==> src/rtl/uart_tx_fifo.sv <==
// uart_tx_fifo: buffered UART transmitter. Bytes pushed by the CPU's memory stage are queued in
// a FIFO and drained onto the serial line by a baud-rate FSM, back to back with no idle gap.
//
// Ports:
//   clk      system clock
//   rst_n    asynchronous active-low reset; aborts any frame and discards queued data
//   wr_en    single-cycle push strobe
//   wr_data  byte to push (bits above DATA_BITS-1 ignored)
//   clr_ovf  clears the sticky overflow flag (a same-edge dropped push wins)
//   full     FIFO holds FIFO_DEPTH entries
//   empty    FIFO holds no entries
//   count    FIFO occupancy
//   ovf      sticky: a push was dropped because the FIFO was full
//   tx_busy  FSM is not idle
//   uart_tx  registered serial line, idles high
//
// Optional feature: define UART_TX_PARITY_EN to append an even-parity bit after the data bits.

module uart_tx_fifo #(
   parameter int unsigned CLKS_PER_BIT = 868,
   parameter int unsigned FIFO_DEPTH   = 16,
   parameter int unsigned DATA_BITS    = 8,
   parameter int unsigned STOP_BITS    = 1
) (
   input  logic                          clk,
   input  logic                          rst_n,
   input  logic                          wr_en,
   input  logic [7:0]                    wr_data,
   input  logic                          clr_ovf,
   output logic                          full,
   output logic                          empty,
   output logic [$clog2(FIFO_DEPTH):0]   count,
   output logic                          ovf,
   output logic                          tx_busy,
   output logic                          uart_tx
);

   localparam int unsigned PW = $clog2(FIFO_DEPTH);
   localparam int unsigned CW = PW + 1;
   localparam int unsigned BW = $clog2(CLKS_PER_BIT);
   localparam int unsigned DW = $clog2(DATA_BITS);
   localparam logic [BW-1:0] BAUD_LAST = BW'(CLKS_PER_BIT - 1);
   localparam logic [DW-1:0] BIT_LAST  = DW'(DATA_BITS - 1);
   localparam logic          STOP_LAST = 1'(STOP_BITS - 1);

   typedef enum logic [2:0] {
      StIdle,
      StStart,
      StData,
`ifdef UART_TX_PARITY_EN
      StParity,
`endif
      StStop
   } state_e;

   logic [DATA_BITS-1:0] mem [FIFO_DEPTH];
   logic [PW-1:0]        wr_ptr_q, rd_ptr_q;
   logic [CW-1:0]        count_q;
   logic                 ovf_q;
   state_e               state_q, state_d;
   logic [BW-1:0]        baud_q;
   logic [DW-1:0]        bit_q;
   logic                 stop_q;
   logic [DATA_BITS-1:0] shift_q, shift_d;
   logic                 tx_q, tx_d;
   logic                 push, drop, pop, baud_last, has_data;
`ifdef UART_TX_PARITY_EN
   logic                 parity_q, parity_d;
`endif

   // FIFO status comes from the occupancy counter, so full/empty never alias on pointer wrap.
   assign full      = (count_q == CW'(FIFO_DEPTH));
   assign empty     = (count_q == '0);
   assign has_data  = !empty;
   assign push      = wr_en && !full;
   assign drop      = wr_en && full;
   assign baud_last = (baud_q == BAUD_LAST);

   assign count   = count_q;
   assign ovf     = ovf_q;
   assign tx_busy = (state_q != StIdle);
   assign uart_tx = tx_q;

   always_ff @(posedge clk) begin
      if (push) mem[wr_ptr_q] <= wr_data[DATA_BITS-1:0];
   end

   always_ff @(posedge clk or negedge rst_n) begin
      if (!rst_n) begin
         wr_ptr_q <= '0;
         rd_ptr_q <= '0;
         count_q  <= '0;
         ovf_q    <= 1'b0;
      end else begin
         if (push) wr_ptr_q <= wr_ptr_q + 1'b1;
         if (pop)  rd_ptr_q <= rd_ptr_q + 1'b1;
         if (push && !pop)      count_q <= count_q + 1'b1;
         else if (pop && !push) count_q <= count_q - 1'b1;
         if (drop)         ovf_q <= 1'b1;
         else if (clr_ovf) ovf_q <= 1'b0;
      end
   end

   // FSM state register
   always_ff @(posedge clk or negedge rst_n) begin
      if (!rst_n) state_q <= StIdle;
      else        state_q <= state_d;
   end

   // FSM next state
   always_comb begin
      state_d = state_q;
      case (state_q)
         StIdle:  if (has_data) state_d = StStart;
         StStart: if (baud_last) state_d = StData;
         StData: begin
            if (baud_last && (bit_q == BIT_LAST)) begin
`ifdef UART_TX_PARITY_EN
               state_d = StParity;
`else
               state_d = StStop;
`endif
            end
         end
`ifdef UART_TX_PARITY_EN
         StParity: if (baud_last) state_d = StStop;
`endif
         StStop: begin
            // Chain straight into the next frame when data is waiting.
            if (baud_last && (stop_q == STOP_LAST)) state_d = has_data ? StStart : StIdle;
         end
         default: state_d = StIdle;
      endcase
   end

   // FSM outputs: pop, next shift contents and next line level
   always_comb begin
      pop     = (state_d == StStart) && ((state_q == StIdle) || (state_q == StStop));
      shift_d = shift_q;
      if (pop)                             shift_d = mem[rd_ptr_q];
      else if ((state_q == StData) && baud_last) shift_d = shift_q >> 1;
`ifdef UART_TX_PARITY_EN
      parity_d = pop ? ^mem[rd_ptr_q] : parity_q;
`endif
      tx_d = 1'b1;
      case (state_d)
         StStart:  tx_d = 1'b0;
         StData:   tx_d = shift_d[0];
`ifdef UART_TX_PARITY_EN
         StParity: tx_d = parity_q;
`endif
         default:  tx_d = 1'b1;
      endcase
   end

   always_ff @(posedge clk or negedge rst_n) begin
      if (!rst_n) begin
         baud_q   <= '0;
         bit_q    <= '0;
         stop_q   <= 1'b0;
         shift_q  <= '0;
         tx_q     <= 1'b1;
`ifdef UART_TX_PARITY_EN
         parity_q <= 1'b0;
`endif
      end else begin
         shift_q <= shift_d;
         tx_q    <= tx_d;
`ifdef UART_TX_PARITY_EN
         parity_q <= parity_d;
`endif
         if ((state_q == StIdle) || baud_last) baud_q <= '0;
         else                                  baud_q <= baud_q + 1'b1;
         if (state_q != StData) bit_q <= '0;
         else if (baud_last)    bit_q <= bit_q + 1'b1;
         if (state_q != StStop) stop_q <= 1'b0;
         else if (baud_last)    stop_q <= ~stop_q;
      end
   end

endmodule
==> config.mk <==
export PLATFORM = sky130hd
export DESIGN_NAME = uart_tx_fifo
export DESIGN_NICKNAME = d
export VERILOG_FILES = /design/src/rtl/uart_tx_fifo.sv
export SDC_FILE = /design/constraint.sdc
export NUM_CORES = 1
export LEC_CHECK = 0
export ABC_AREA = 1
export BUFFER_PORTS_ARGS = -buffer_cell sky130_fd_sc_hd__buf_4
export CORE_ASPECT_RATIO = 0.75
export CORE_UTILIZATION = 24
export CTS_BUF_LIST = sky130_fd_sc_hd__clkbuf_2
export CTS_CLUSTER_DIAMETER = 150
export DETAILED_ROUTE_END_ITERATION = 12
export SLEW_MARGIN = 10
export SYNTH_ARGS = -nofsm -noshare
export SYNTH_HDL_FRONTEND = slang
export SYNTH_SLANG_ARGS = --single-unit
==> constraint.sdc <==
create_clock -name clk -period 3.45 [get_ports clk]
set_input_delay 0.1725 -clock clk [delete_from_list [all_inputs] [get_ports clk]]
set_output_delay 0.1725 -clock clk [all_outputs]
set_load 0.005 [all_outputs]
Word level (Yosys, flattened, before mapping)
Memory sizes are Yosys's and may differ from the RTL's.
Cells that the tools add are included.
- reduce and logical (&&, ||, !) cells: 21
- multipliers: 0
- bitwise gates (word level): 1
- muxes and demuxes: 20
- eq/ne operators: 10
- shift operators: 0
- order comparisons: 0
- divide/modulo/power cells: 0
- add/subtract/negate cells: 6
- operators with widths (cell ; count):
    two-way mux 3 bit ; 6
    two-way mux 8 bit ; 2
    case mux 3 bit (4 select lines) ; 1
    adder 10 x 1 -> 10 bit (second input constant) ; 1
    equality test 10 bit (second input constant) ; 1
    two-way mux 10 bit ; 1
    two-way mux 5 bit ; 2
    nonzero test 2 bit ; 5
    equality test 3 x 2 -> 1 bit (second input constant) ; 3
    adder 4 x 1 -> 4 bit (second input constant) ; 2
    logical AND 1 bit ; 8
    two-way mux 1 bit ; 7
    equality test 3 x 1 -> 1 bit (second input constant) ; 2
    inequality test 3 x 2 -> 1 bit (second input constant) ; 2
    adder 5 x 1 -> 5 bit (second input constant) ; 1
    equality test 5 bit (second input constant) ; 1
    logical NOT 5 bit ; 1
    subtractor 5 x 1 -> 5 bit (second input constant) ; 1
    adder 3 x 1 -> 3 bit (second input constant) ; 1
    equality test 3 bit (second input constant) ; 1
    logical NOT 1 bit ; 3
    logical NOT 3 bit ; 1
    nonzero test 3 bit ; 1
    logical OR 1 bit ; 2
    other kinds (2) ; 2
- memory bits (read-only): 0
- output and inout port bits: 10
- RAM bits: 128
- input port bits: 12
- memories kept: 1
- bits in latches: 0
- flip-flop bits (word level): 40
- memory list (memory ; depth ; bits a word ; read ports ; clocked after Yosys merged registers in ; write ports ; line ; text):
    mem ; 16 ; 8 ; 1 ; 0 ; 1 ; 56 ; logic [DATA_BITS-1:0] mem [FIFO_DEPTH];

Depth between registers and ports, before layout
- depth after elaboration: 9
- gate-level depth with buffers: 18
- depth with buffers taken out: 17

Worst setup path after synthesis
Ideal clock, no wire load.
- path type: reg2reg
- start: register baud_q[0]
- end: register count_q[4], in the netlist count[4]
- arrival time: 2555 ps
- cell stages (with the launch flop): 18
- required time: 3325 ps
- setup slack: 769 ps
- path buffers: 1
- library setup time: 125 ps
- cell sequence: dfrtp_1 ha_1 nand2_1 nor2_4 nand3_4 a21oi_4 nand3_4 nand3_4 buf_6 ha_1 inv_1 fa_1 a21o_1 a21oi_1 nand2_1 nand2_1 nor2_1 xor2_1
- cells in the longest elaborated chain, start to end: 9
- elaborated cells on any way between the ends: 14
- classes of those cells: 2 x eq/ne; 5 x mux; 7 x reduce/logical
- ends and longest elaborated chain (item ; line ; text):
    start: declaration ; 61 ; logic [BW-1:0] baud_q;
    start signal: assignment ; 173 ; else baud_q <= baud_q + 1'b1;
    equality test 10 bit (*) ; 77 ; assign baud_last = (baud_q == BAUD_LAST);
    logical AND 1 bit, on equally long branches ; 130, 117 ;
    two-way mux 3 bit, on equally long branches ; 130, 117 ;
    case mux 3 bit (4 select lines) (*) ; 113 ; case (state_q)
    net state_d[0] ; 60 ; state_e state_q, state_d;
    equality test 3 x 1 -> 1 bit (*) ; 138 ; pop = (state_d == StStart) && ((state_q == StIdle) || (state_q == StStop));
    logical AND 1 bit (*) ; 138 ;
    logical NOT 1 bit ; 97 ; if (push && !pop) count_q <= count_q + 1'b1;
    logical AND 1 bit ; 97 ;
    two-way mux 5 bit or nonzero test 2 bit (tied branches) ; n/a ;
    end signal: assignment ; 97 ;
    end signal: assignment ; 98 ; else if (pop && !push) count_q <= count_q - 1'b1;
    end: declaration ; 58 ; logic [CW-1:0] count_q;
Mark *: on every way through the listed nets, which the timed path passes. The rest lies on a longest branch.
A chain may end at the register's enable or synchronous reset.

Worst setup path after layout
- start: register baud_q[1]
- end: register count_q[4], in the netlist count[4]
Same word-level chain as after synthesis.

==> impl_metrics.yaml <==
run_status:
  status: "completed"
cells_and_area:
  design_area_sq_um: 8200
  drive_gt1_share_pct: 12.9
  nFillCells: 3050
  final-seq-area_sq_um: 4850
  final_core_util_pct: 28.0
  area_delta_synth_final_pct: 13.5
  multi_input_area_sq_um: 2110
  fin_nets: 689
flow_run:
  maxCapViolations: 0
grt:
  grt_overflow: 0
  grt_max_degree: 67
  grt_pass1_vias: 4625
  antenna_found_initial: 1
  grt_pass1_wl_um: 25400
  grt_util_all_layers_pct: 10.6
worst_setup_path:
  crit_chain: "ha_1 -> nand2_1 -> nor2_4 -> nand3_4 -> a21oi_4 -> nand3_4 -> nand3_4 -> ha_1 -> inv_1 -> fa_1 -> a21o_1 -> a21oi_1 -> nor2_1 -> nor2_1 -> xor2_1"
  crit_type: "register to register"
  cpPeakStageDelay_ns: 0.42
  required_ns: 4.12
  reg2reg_depth: 15
  reg2reg_slack_ns: 0.61
  cp-end-kind: "register"
  critPathMaxFanout: 11
  cp_top_family: "simple AND/OR/NAND/NOR gates"
  path_common_cell: "nand3_4"
  crit_path_start_kind: "register"
  timing.rr.start: "baud_q[1]"
  arrival_ns: 3.52
  r2r_end: "count[4]"
  cp.depth: 15
  critPathSlowestCell: "fa_1"
  path_buf_inv: 1
logic_synthesis:
  synth_top_family_by_area: "simple AND/OR/NAND/NOR gates"
  synthSimpleGateAreaFrac_pct: 17.4
  synth_seq_cells: 168
  ys.flop_type: "edfxtp_1"
  synth_common_cells: "128 x edfxtp_1, 108 x nand2_1, 84 x nor2_1"
  synth_fa_ha_area_share_pct: 2.35
  avgSynthCellArea_sq_um: 11.5
  async_flop_share_pct: 23.8
  syn-instance-count: 629
  ys_types: 43
  synth_top_area_share_pct: 53.2
  synth_edf_count: 128
  synthMuxAreaShare_pct: 0
  synth_area_sq_um: 7230
  synth_most_common_cell: "edfxtp_1"
  yosys.area_share.xor_xnor_pct: 0.970
  ys_warn_count: 0
  synth_nets: 654
  ys_seq_area_share_pct: 67.1
  ys_top_cells_by_area: "edfxtp_1 53%, dfrtp_1 14%, nand2_1 5.6%"
  synth_compound_area_share_pct: 8.43
  yosys.area.top_type: "edfxtp_1"
worst_hold_path:
  holdPathStages: 2
  hp-start: "wr_data[7]"
  holdPathEnd: "mem[12][7]"
  hold_path.class: "primary input to register"
timing:
  period_needed_ns: 2.84
  final-hold-violation-count: 0
  timing.fmax_mhz: 352
  setup_viol: 0
  slew_viol_final: 0
  final.period_utilization_pct: 82.4
  relSlewSlack_pct: 32.1
  worst_pin_slew_ns: 1.02
  fin_worst_skew_ns: 0.0436
  setup-tns-final_ns: 0
  rsz0062_at_grt: "no"
clock_tree:
  cts_buffer_depth: 2
  clk_pin_slew_ns: 0.26
  cts_buffers: 17
  cts_resized: 0
  cts.sinks: 168
  htreeDepth: 4
  root_buffer: "clkbuf_2"
  clk_latency_ns: 0.74
  cts_tree: "built"
floorplan:
  start_util_pct: 24.6
  dieArea_sq_um: 30800
  die_w_um: 202
  ios: 22
  rows: 54
  core_area_sq_um: 29300
  die_height_um: 152
drt:
  firstDrtPassIters: 4
  vias: 4678
  finalWirelength_um: 15700
  drtIter0Drc: 397
  avgViaCountPerCell: 4.38
  drt-wirelength-per-cell_um: 14.7
  antenna_left: 0
  drc_errors: 0
power:
  peakVddDrop_mv: 0.325
  p_leak_nw: 3.04
  p_per_area_nw_per_um2: 681
place:
  place_hpwl_um: 9870
  io_buffers: 21
  place_congestion: 0.746
  placed_area_sq_um: 7820
where the power goes:
| part | switching (mW) | leakage, nW | internal [mW] | total (mW) |
|---|---|---|---|---|
| clock | 0.739 | 0.134 | 0.275 | 1.01 |
| combinational | 1.30 | 1.24 | 0.639 | 1.94 |
| sequential | 0.151 | 1.66 | 2.48 | 2.63 |
| total | 2.19 | 3.04 | 3.40 | 5.59 |
through the flow:
stage	hold WS, ns	instances	total power, mW	worst slack, ns
floorplan	-0.123	629	3.97	0.769
global placement	0.195	1023	4.59	0.631
detailed placement	0.194	1023	4.61	0.594
CTS	0.200	1068	5.63	0.578
global route	0.219	1069	5.98	0.286
finish	0.280	1069	5.59	0.608
routing by layer:
layer  wire [um]  vias to the layer above  track usage, %
met4          91                        0            3.47
met5           0                        -               0
met1        7690                     2283            14.9
met2        7090                      104            16.1
li1            -                     2282               -
met3         802                        9            2.27
cells by family (layout without fill, tap and decap cells):
group | after synthesis | in the layout
simple gates | 275 | 275
flops | 168 | 168
compound gates | 98 | 98
buf+inv | 66 | 113
fa+ha+maj | 13 | 13
xor+xnor | 8 | 8
other cells | 1 | 2
worst register-to-register path: stages, from the launching register on:
cell and delay (ns):
dfrtp_1 0.41, ha_1 0.18, nand2_1 0.09, nor2_4 0.15, nand3_4 0.13, a21oi_4 0.17
nand3_4 0.12, nand3_4 0.15, ha_1 0.21, inv_1 0.10, fa_1 0.42, a21o_1 0.17
a21oi_1 0.15, nor2_1 0.06, nor2_1 0.12, xor2_1 0.14
sequential cells by signal, indices dropped and copies added, names as in the netlist:
signal and flops:
stop_q 1, bit_q 3, baud_q 10, rd_ptr_q 4
state_q 3, ovf 1, shift_q 8, count 5
mem 128, wr_ptr_q 4, uart_tx 1
layout by cell type, fill, tap and decap left out, types with 5 or more instances in the layout:
master           n
ha_1            12
a21oi_1         10
edfxtp_1       128
clkbuf_2        17
inv_1           31
buf_4           28
nor3_1           5
xor2_1           6
dfrtp_1         38
clkinv_4         5
o21ai_0         54
nand2_1        108
nor3b_1          5
nand2_2          6
inv_2            5
o221ai_1        20
dlygate4sd3_1   13
nor2_1          84
nand3_1         50
timing repair:
action / 4_1_cts / 5_1_grt
endpoints found under the hold margin: 172 / 0
buffers inserted: 0 / 0
hold buffers: 14 / 0
worst max path at each step:
stage / slack, ns / endpoint / from
floorplan: 0.77 / count[4] / baud_q[0]
global placement: 0.63 / count[4] / baud_q[0]
detailed placement: 0.59 / count[4] / baud_q[0]
CTS: 0.58 / count[4] / baud_q[1]
global route: 0.29 / count[4] / baud_q[1]
finish: 0.61 / count[4] / baud_q[1]
final cells by class:
type	instances	area share [%]
antenna	1	0.0305
inverter	39	1.79
timing repair buffer	43	4.64
sequential	168	59.1
clock buffer	17	1.04
clock inverter	14	1.71
tap	392	5.98
multi-input combinational	395	25.7
No activity file was read; power rests on OpenSTA's default activity.
